==> src/rtl/inperiph_if.sv <==
// Register bus between a host and the input peripheral: one write per clock
// with wren, and rdata decoded combinationally from addr.
interface inperiph_if;
    logic [7:0]  addr;
    logic [31:0] wdata;
    logic        wren;
    logic [31:0] rdata;

    modport master (output addr, output wdata, output wren, input rdata);
    modport slave  (input addr, input wdata, input wren, output rdata);
endinterface

==> src/rtl/inperiph.sv <==
// Input peripheral: synchronised slide switches, debounced active-low keys,
// sticky key-press / switch-change flags with W1C clear, and a masked interrupt.
module inperiph #(
    parameter int unsigned DB_CYCLES = 50000
) (
    input  logic        clk,
    input  logic        rst,
    inperiph_if.slave   bus,
    input  logic [17:0] sw,
    input  logic [3:0]  key,
    output logic        irq
);
    localparam logic [15:0] DB_LAST    = 16'(DB_CYCLES - 1);
    localparam logic [7:0]  A_SW       = 8'h00;
    localparam logic [7:0]  A_KEY      = 8'h10;
    localparam logic [7:0]  A_KEY_EVT  = 8'h20;
    localparam logic [7:0]  A_SW_CHG   = 8'h30;
    localparam logic [7:0]  A_IRQ_MASK = 8'h40;

    logic [17:0]      r_sw_s1, r_sw_s2, r_sw_s3;
    logic [3:0]       r_key_s1, r_key_s2;
    logic [3:0][15:0] r_db_cnt;
    logic [3:0]       r_stable;
    logic [3:0]       r_key_evt;
    logic [17:0]      r_sw_chg;
    logic [4:0]       r_irq_mask;
    logic             r_irq;

    logic [3:0]       w_pressed;
    logic [3:0]       w_accept;
    logic [3:0]       w_rise;
    logic [3:0]       w_evt_clr;
    logic [17:0]      w_chg_clr;
    logic [17:0]      w_sw_delta;
    logic             w_mask_we;

    // Keys are active-low on the pins; everything past the synchroniser is 1 = pressed.
    assign w_pressed  = ~r_key_s2;
    assign w_rise     = w_accept & w_pressed;
    assign w_sw_delta = r_sw_s2 ^ r_sw_s3;
    assign w_evt_clr  = (bus.wren && (bus.addr == A_KEY_EVT)) ? bus.wdata[3:0]  : 4'h0;
    assign w_chg_clr  = (bus.wren && (bus.addr == A_SW_CHG))  ? bus.wdata[17:0] : 18'h0;
    assign w_mask_we  = bus.wren && (bus.addr == A_IRQ_MASK);
    assign irq        = r_irq;

    always_comb begin
        w_accept = 4'h0;
        for (int i = 0; i < 4; i++) begin
            w_accept[i] = (w_pressed[i] != r_stable[i]) && (r_db_cnt[i] == DB_LAST);
        end
    end

    always_ff @(posedge clk) begin
        if (rst) begin
            r_key_s1 <= 4'hF;
            r_key_s2 <= 4'hF;
            r_sw_s1  <= 18'h0;
            r_sw_s2  <= 18'h0;
            r_sw_s3  <= 18'h0;
        end else begin
            r_key_s1 <= key;
            r_key_s2 <= r_key_s1;
            r_sw_s1  <= sw;
            r_sw_s2  <= r_sw_s1;
            r_sw_s3  <= r_sw_s2;
        end
    end

    // Any return to the stable level restarts the count, so short glitches never land.
    always_ff @(posedge clk) begin
        if (rst) begin
            r_db_cnt <= '0;
            r_stable <= 4'h0;
        end else begin
            for (int i = 0; i < 4; i++) begin
                if (w_pressed[i] == r_stable[i]) begin
                    r_db_cnt[i] <= 16'h0;
                end else if (w_accept[i]) begin
                    r_stable[i] <= w_pressed[i];
                    r_db_cnt[i] <= 16'h0;
                end else begin
                    r_db_cnt[i] <= r_db_cnt[i] + 16'h1;
                end
            end
        end
    end

    // Set terms are OR-ed after the clear so a coincident set wins.
    always_ff @(posedge clk) begin
        if (rst) begin
            r_key_evt  <= 4'h0;
            r_sw_chg   <= 18'h0;
            r_irq_mask <= 5'h0;
            r_irq      <= 1'b0;
        end else begin
            r_key_evt <= (r_key_evt & ~w_evt_clr) | w_rise;
            r_sw_chg  <= (r_sw_chg & ~w_chg_clr) | w_sw_delta;
            if (w_mask_we) begin
                r_irq_mask <= bus.wdata[4:0];
            end
            r_irq <= (|(r_key_evt & r_irq_mask[3:0])) | ((|r_sw_chg) & r_irq_mask[4]);
        end
    end

    always_comb begin
        bus.rdata = 32'h0;
        case (bus.addr)
            A_SW:       bus.rdata = {14'h0, r_sw_s2};
            A_KEY:      bus.rdata = {28'h0, r_stable};
            A_KEY_EVT:  bus.rdata = {28'h0, r_key_evt};
            A_SW_CHG:   bus.rdata = {14'h0, r_sw_chg};
            A_IRQ_MASK: bus.rdata = {27'h0, r_irq_mask};
            default:    bus.rdata = 32'h0;
        endcase
    end
endmodule

==> src/flat_wrapper.sv <==
// flat-port wrapper written by rule: the top's interface ports become plain ports
module inperiph_flat 
#(
    parameter int unsigned DB_CYCLES = 50000
)
  (clk, rst, sw, key, irq, bus_addr, bus_wdata, bus_wren, bus_rdata);
  inperiph_if bus_i ();
  input  logic clk;
  input  logic rst;
  input  logic [17:0] sw;
  input  logic [3:0] key;
  output logic irq;
  input wire logic [$bits(bus_i.addr)-1:0] bus_addr;
  input wire logic [$bits(bus_i.wdata)-1:0] bus_wdata;
  input wire logic [$bits(bus_i.wren)-1:0] bus_wren;
  output wire logic [$bits(bus_i.rdata)-1:0] bus_rdata;
  assign bus_i.addr = bus_addr;
  assign bus_i.wdata = bus_wdata;
  assign bus_i.wren = bus_wren;
  assign bus_rdata = bus_i.rdata;
  inperiph #(.DB_CYCLES(DB_CYCLES)) u_core (.clk(clk), .rst(rst), .bus(bus_i), .sw(sw), .key(key), .irq(irq));
endmodule
==> config.mk <==
export PLATFORM = sky130hd
export DESIGN_NAME = inperiph_flat
export DESIGN_NICKNAME = d
export VERILOG_FILES = /design/src/rtl/inperiph_if.sv /design/src/rtl/inperiph.sv /design/src/flat_wrapper.sv
export SDC_FILE = /design/constraint.sdc
export NUM_CORES = 1
export LEC_CHECK = 0
export ABC_AREA = 1
export BUFFER_PORTS_ARGS = -buffer_cell sky130_fd_sc_hd__buf_4
export CAP_MARGIN = 25
export CELL_PAD_IN_SITES_DETAIL_PLACEMENT = 2
export CELL_PAD_IN_SITES_GLOBAL_PLACEMENT = 2
export CORE_MARGIN = 4
export CORE_UTILIZATION = 33
export DETAILED_ROUTE_END_ITERATION = 6
export PLACE_DENSITY = 0.86
export REMOVE_ABC_BUFFERS = 1
export SYNTH_ARGS = -nofsm -noshare
export SYNTH_HDL_FRONTEND = slang
export SYNTH_SLANG_ARGS = --single-unit
==> constraint.sdc <==
create_clock -name clk -period 2.2 [get_ports clk]
set_input_delay 0.66 -clock clk [delete_from_list [all_inputs] [get_ports clk]]
set_output_delay 0.66 -clock clk [all_outputs]
set_load 0.02 [all_outputs]
Yosys cells after proc, flatten, opt, wreduce, memory -nomap -nowiden

Index checks and enable logic that the tools add are counted.

Flip-flop bits (word level): 158
Bits in latches: 0
Memory bits (writable): 0
ROM bits: 0
Input port bits: 65
Logic and storage cells: 74
Memories kept: 0

Add/subtract/negate cells: 4
Multiply operators: 0
Divide/modulo/power cells: 0
$lt $le $gt $ge: 0
Equal/unequal tests: 16
Shift operators: 0
Muxes and demuxes: 3
Bitwise logic cells: 16
Reductions and logical operators: 18

Operators by type and width:

| operator                                                         | count |
|---|---|
| 18-bit case mux with 5 select lines                              | 1 |
| 16-bit by 1-bit adder with 16-bit output (second input constant) | 4 |
| 16-bit == test (second input constant)                           | 4 |
| 18-bit AND                                                       | 1 |
| 18-bit 2-to-1 mux                                                | 1 |
| 18-bit NOT                                                       | 1 |
| 18-bit OR                                                        | 1 |
| 18-bit OR reduction                                              | 1 |
| 18-bit XOR                                                       | 1 |
| 8-bit by 6-bit == test with 1-bit output (second input constant) | 2 |
| 4-bit AND                                                        | 3 |
| 3-bit OR reduction                                               | 4 |
| 8-bit by 5-bit == test with 1-bit output (second input constant) | 1 |
| 8-bit by 7-bit == test with 1-bit output (second input constant) | 1 |
| 8-bit logical NOT                                                | 1 |
| 4-bit NOT                                                        | 2 |
| 2-bit AND reduction                                              | 4 |
| 1-bit logical AND                                                | 7 |
| 1-bit == test                                                    | 4 |
| 4-bit 2-to-1 mux                                                 | 1 |
| 1-bit inequality test                                            | 4 |
| 1-bit NOT                                                        | 4 |
| 4-bit OR                                                         | 1 |
| 4-bit OR reduction                                               | 1 |
| 2 further kinds                                                  | 2 |

Longest topological paths before layout

Word-level depth: 6
Depth in mapped cells: 9
Gate-level depth less buffers: 9

Least setup slack after synthesis

OpenSTA, ideal clock, no wires.

Path type: in2out
Start point: input bus_addr[3]
End point: output bus_rdata[12]
Arrival: 1670 ps
Slack: -130 ps
Cell stages on the path: 6
Path buffers: 1
Cells stage by stage: nor2_1 -> nand2_2 -> nor3_4 -> inv_2 -> clkbuf_8 -> o22ai_1

Longest elaborated chain between the ends: 2
Elaborated cells on any way between the ends: 6
Classes of those cells: 4 x eq/ne; 1 x mux; 1 x reduce/logical

Ends and longest elaborated chain:

| what                                                                   | line               | text |
|---|---|---|
| start, declared                                                        | flat_wrapper.sv:13 | `input wire logic [$bits(bus_i.addr)-1:0] bus_addr;` |
| 8-bit by 7-bit == test with 1-bit output, or another cell as far along | inperiph.sv:107    | `case (bus.addr)` |
| 18-bit case mux with 5 select lines (*)                                | inperiph.sv:107    |  |
| end, declared                                                          | flat_wrapper.sv:16 | `output wire logic [$bits(bus_i.rdata)-1:0] bus_rdata;` |

Mark *: on every way between the ends. The rest lies on a longest branch, timed or not.

Worst setup path in the final report

Start point: input bus_addr[7]
End point: output bus_rdata[4]

The elaborated chain is that of the path after synthesis.

==> summary.md <==
| Metric | Value |
|---|---|
| DRT antenna net count | 0 |
| Initial antenna violation count | 0 |
| CP max stage delay | 0.28 ns |
| Hold Violations, Final | 0 |
| Drt initial violations | 389 |
| TritonRoute pass-1 iters | 5 |
| Violated checks | negative setup slack |
| Vias in the first global route | between 7,000 and 8,000 |
| Die Y | between 150 and 200 um |
| Cells along the critical path | buf_4 > inv_4 > nand2_4 > nor3_4 > buf_12 > clkinvlp_4 > o211ai_2 > buf_6 |
| Post-place setup slack | -0.4414 ns |
| Distinct cells, synth | 39 |
| Gp weighted congestion | 0.7670 |
| Vias per cell | 5.114 |
| Req. time, crit path | approximately 1.5 ns |
| Largest net degree at the start of global routing | 67 |
| Buffers on Ports | 69 |
| Final Critical Period | 2.645 ns |
| Final setup violation count | 18 |
| Initial core utilization | 34.06% |
| Setup ws final | -0.4448 ns |
| Total chip power | 6.519 mW |
| I/O pins | just under 100 |
| Htree depth | 4 |
| CTS Hold Bufs | 0 |
| Mapped Cells | 935 |
| Seq/Total Area, Yosys | 45.31% |
| Peak Freq | 378.1 MHz |
| Clk sinks | 158 |
| Cts bufs inserted | 17 |
| Clk_lat worst skew | ~0.47 ns |
| Yosys warning count | 0 |
| CP Capture Type | primary output |
| Pwr Density | 727.9 mW/mm^2 |
| Tcrit/Tclk final | 120.2% |
| Dpl hpwl | 14.47 mm |
| Layout cells sized above 1 | a little under a quarter |
| Leak | around 3.6 nW |
| VDD IR max | 691.0 uV |
| Max cap viols | 0 |
| Die width | 153.4 um |
| Area Growth Syn to Fin | 28.30% |
| Die area | 0.02354 sq mm |
| Clock Tree Root | clkbuf_16 |
| Wire per inst | 23.39 um |
| Clock Skews | 0.02061 ns |
| Share of the synthesized area in the top cell type | 45.31% |
| Most common library cell in the layout ignoring fill and taps | nor2_1 |
| Core area | 0.02049 sq mm |
| First-pass GRT wire length | 39.85 mm |
| CP max stage cell | o211ai_2 |
| Area leader, netlist | dfxtp_1 |
| Tot GR Track Use | 21.43% |
| Max-slew violations | 0 |
| Worst min path class | input port to flop |
| Count of state elements after synthesis | 158 |
| Final WL | 30.76 mm |
| RSZ-0062 raised after global routing | true |
| Ranking of synthesized cells by area | dfxtp_1, nand2_1, nor2_1, inv_1, nand3_1 |
| Most frequent cells in the layout | nor2_1, nand2_1, dfxtp_1 |
| Standard-cell rows | 52 |
| Status | finished, violations left |
| Max Root-Sink Buffers | 2 |
| Synthesized area | ~0.007 sq mm |
| # diodes | 0 |
| Total number of vias | 6,725 |
| Gr ovfl total | 0 |
| CP max FO | 5 |
| Mean Syn Cell Area | between 7 and 8 sq um |
| Clk slew on worst S/H paths | ~0.080 ns |
| Residual DRC | 0 |
| Startpoint Class | input port |
| CTS tree | built |
| # nets final | 1,101 |
| CP Class | input port to primary output |
| Worst path arrival time | between 1.5 and 2 ns |
==> worst max-delay path, delay by kind of cell <==
kind            cells  cell delay [ns]
buf+inv             5             0.75
simple gates        2             0.28
compound gates      1             0.28
==> metal layers <==
| layer | vias to the layer above | track usage [%] | wire length [um] |
|---|---|---|---|
| met4 | 0 | 8.579 | 1495 |
| met3 | 89 | 3.393 | 1045 |
| met1 | 3384 | 23.97 | 11830 |
| met2 | 205 | 40.33 | 16390 |
| met5 | - | 0 | 0 |
| li1 | 3047 | - | - |
==> final timing paths <==
kind | slack [ns] | cells past startpoint | from | endpoint
worst max-delay path | -0.44 | 8 | bus_addr[7] | bus_rdata[4]
worst min-delay path | 0.40 | 3 | sw[5] | u_core.r_sw_s1[5]
worst max register to register | 0.45 | 8 | u_core.r_db_cnt[1] | u_core.r_db_cnt[12]
worst min register to register | 0.42 | 2 | u_core.r_sw_s1[9] | u_core.r_sw_s2[9]
==> cell families (layout without fill, tap and decap cells) <==
logic type,after synthesis,in the layout,share of synthesized area [%]
adders and majority gates,4,4,0.7170
DFF,158,158,45.31
other,1,14,0.05372
buffers and inverters,163,260,10.49
xor gates and xnor gates,45,45,5.646
AOI/OAI and AO/OA,68,68,5.682
and+or+nand+nor,496,496,32.10
==> report_power, final <==
group	switching, mW	total [mW]	internal [mW]	leakage [nW]
combinational	0.251	0.399	0.148	1.98
clock	1.59	3.12	1.53	0.291
sequential	0.0684	3.00	2.93	1.29
==> repair_timing <==
| item | in CTS | in global routing |
|---|---|---|
| resized for setup | 57 | 54 |
| setup endpoints to repair | 18 | 18 |
| pin swaps | 6 | 19 |
| cloned | 1 | 1 |
| buffers inserted | 5 | 10 |
==> layout make-up <==
type	instances	area (sq um)
Clock inverter	15	166.4
Timing Repair inverter	1	7.507
Tap cell	270	337.8
Sequential cell	158	3163
Multi-Input combinational cell	627	3412
Inverter	127	489.2
Timing Repair Buffer	100	954.7
Clock buffer	17	425.4
Fill cell	2323	11540
==> Yosys cell counts (all sizes together) <==
cell type / n
nor2: 193
nand2: 190
dfxtp: 158
inv: 126
nand3: 63
a21oi: 45
buf: 29
xnor2: 27
nor3: 19
xor2: 18
o21ai: 15
nand4: 10
nand3b: 9
or2: 8
clkbuf: 7
ha: 4
o22ai: 4
nor3b: 3
a22o: 2
and2: 1
clkinv: 1
conb: 1
o211ai: 1
o21bai: 1
==> metrics by stage <==
step / hold slack [ns] / utilization (%) / TNS [ns] / cells / cell area (sq um)
finish: 0.3956 / 43.70 / -5.734 / 1315 / 8956
global route: 0.3919 / 43.70 / -6.263 / 1315 / 8956
CTS: 0.4024 / 42.12 / -4.562 / 1304 / 8632
detailed placement: 0.4000 / 37.96 / -5.834 / 1266 / 7780
global placement: 0.3897 / 37.96 / -5.010 / 1266 / 7780
floorplan: 0.3883 / - / -2.824 / 912 / 6774
==> sequential cells by signal, summed over array words and instances, names as in the netlist, 5 cells and up <==
| signal | flops |
|---|---|
| u_core.r_db_cnt | 64 |
| u_core.r_irq_mask | 5 |
| u_core.r_sw_chg | 18 |
| u_core.r_sw_s1 | 18 |
| u_core.r_sw_s2 | 18 |
| u_core.r_sw_s3 | 18 |
Power figures use the tool's default switching activity.
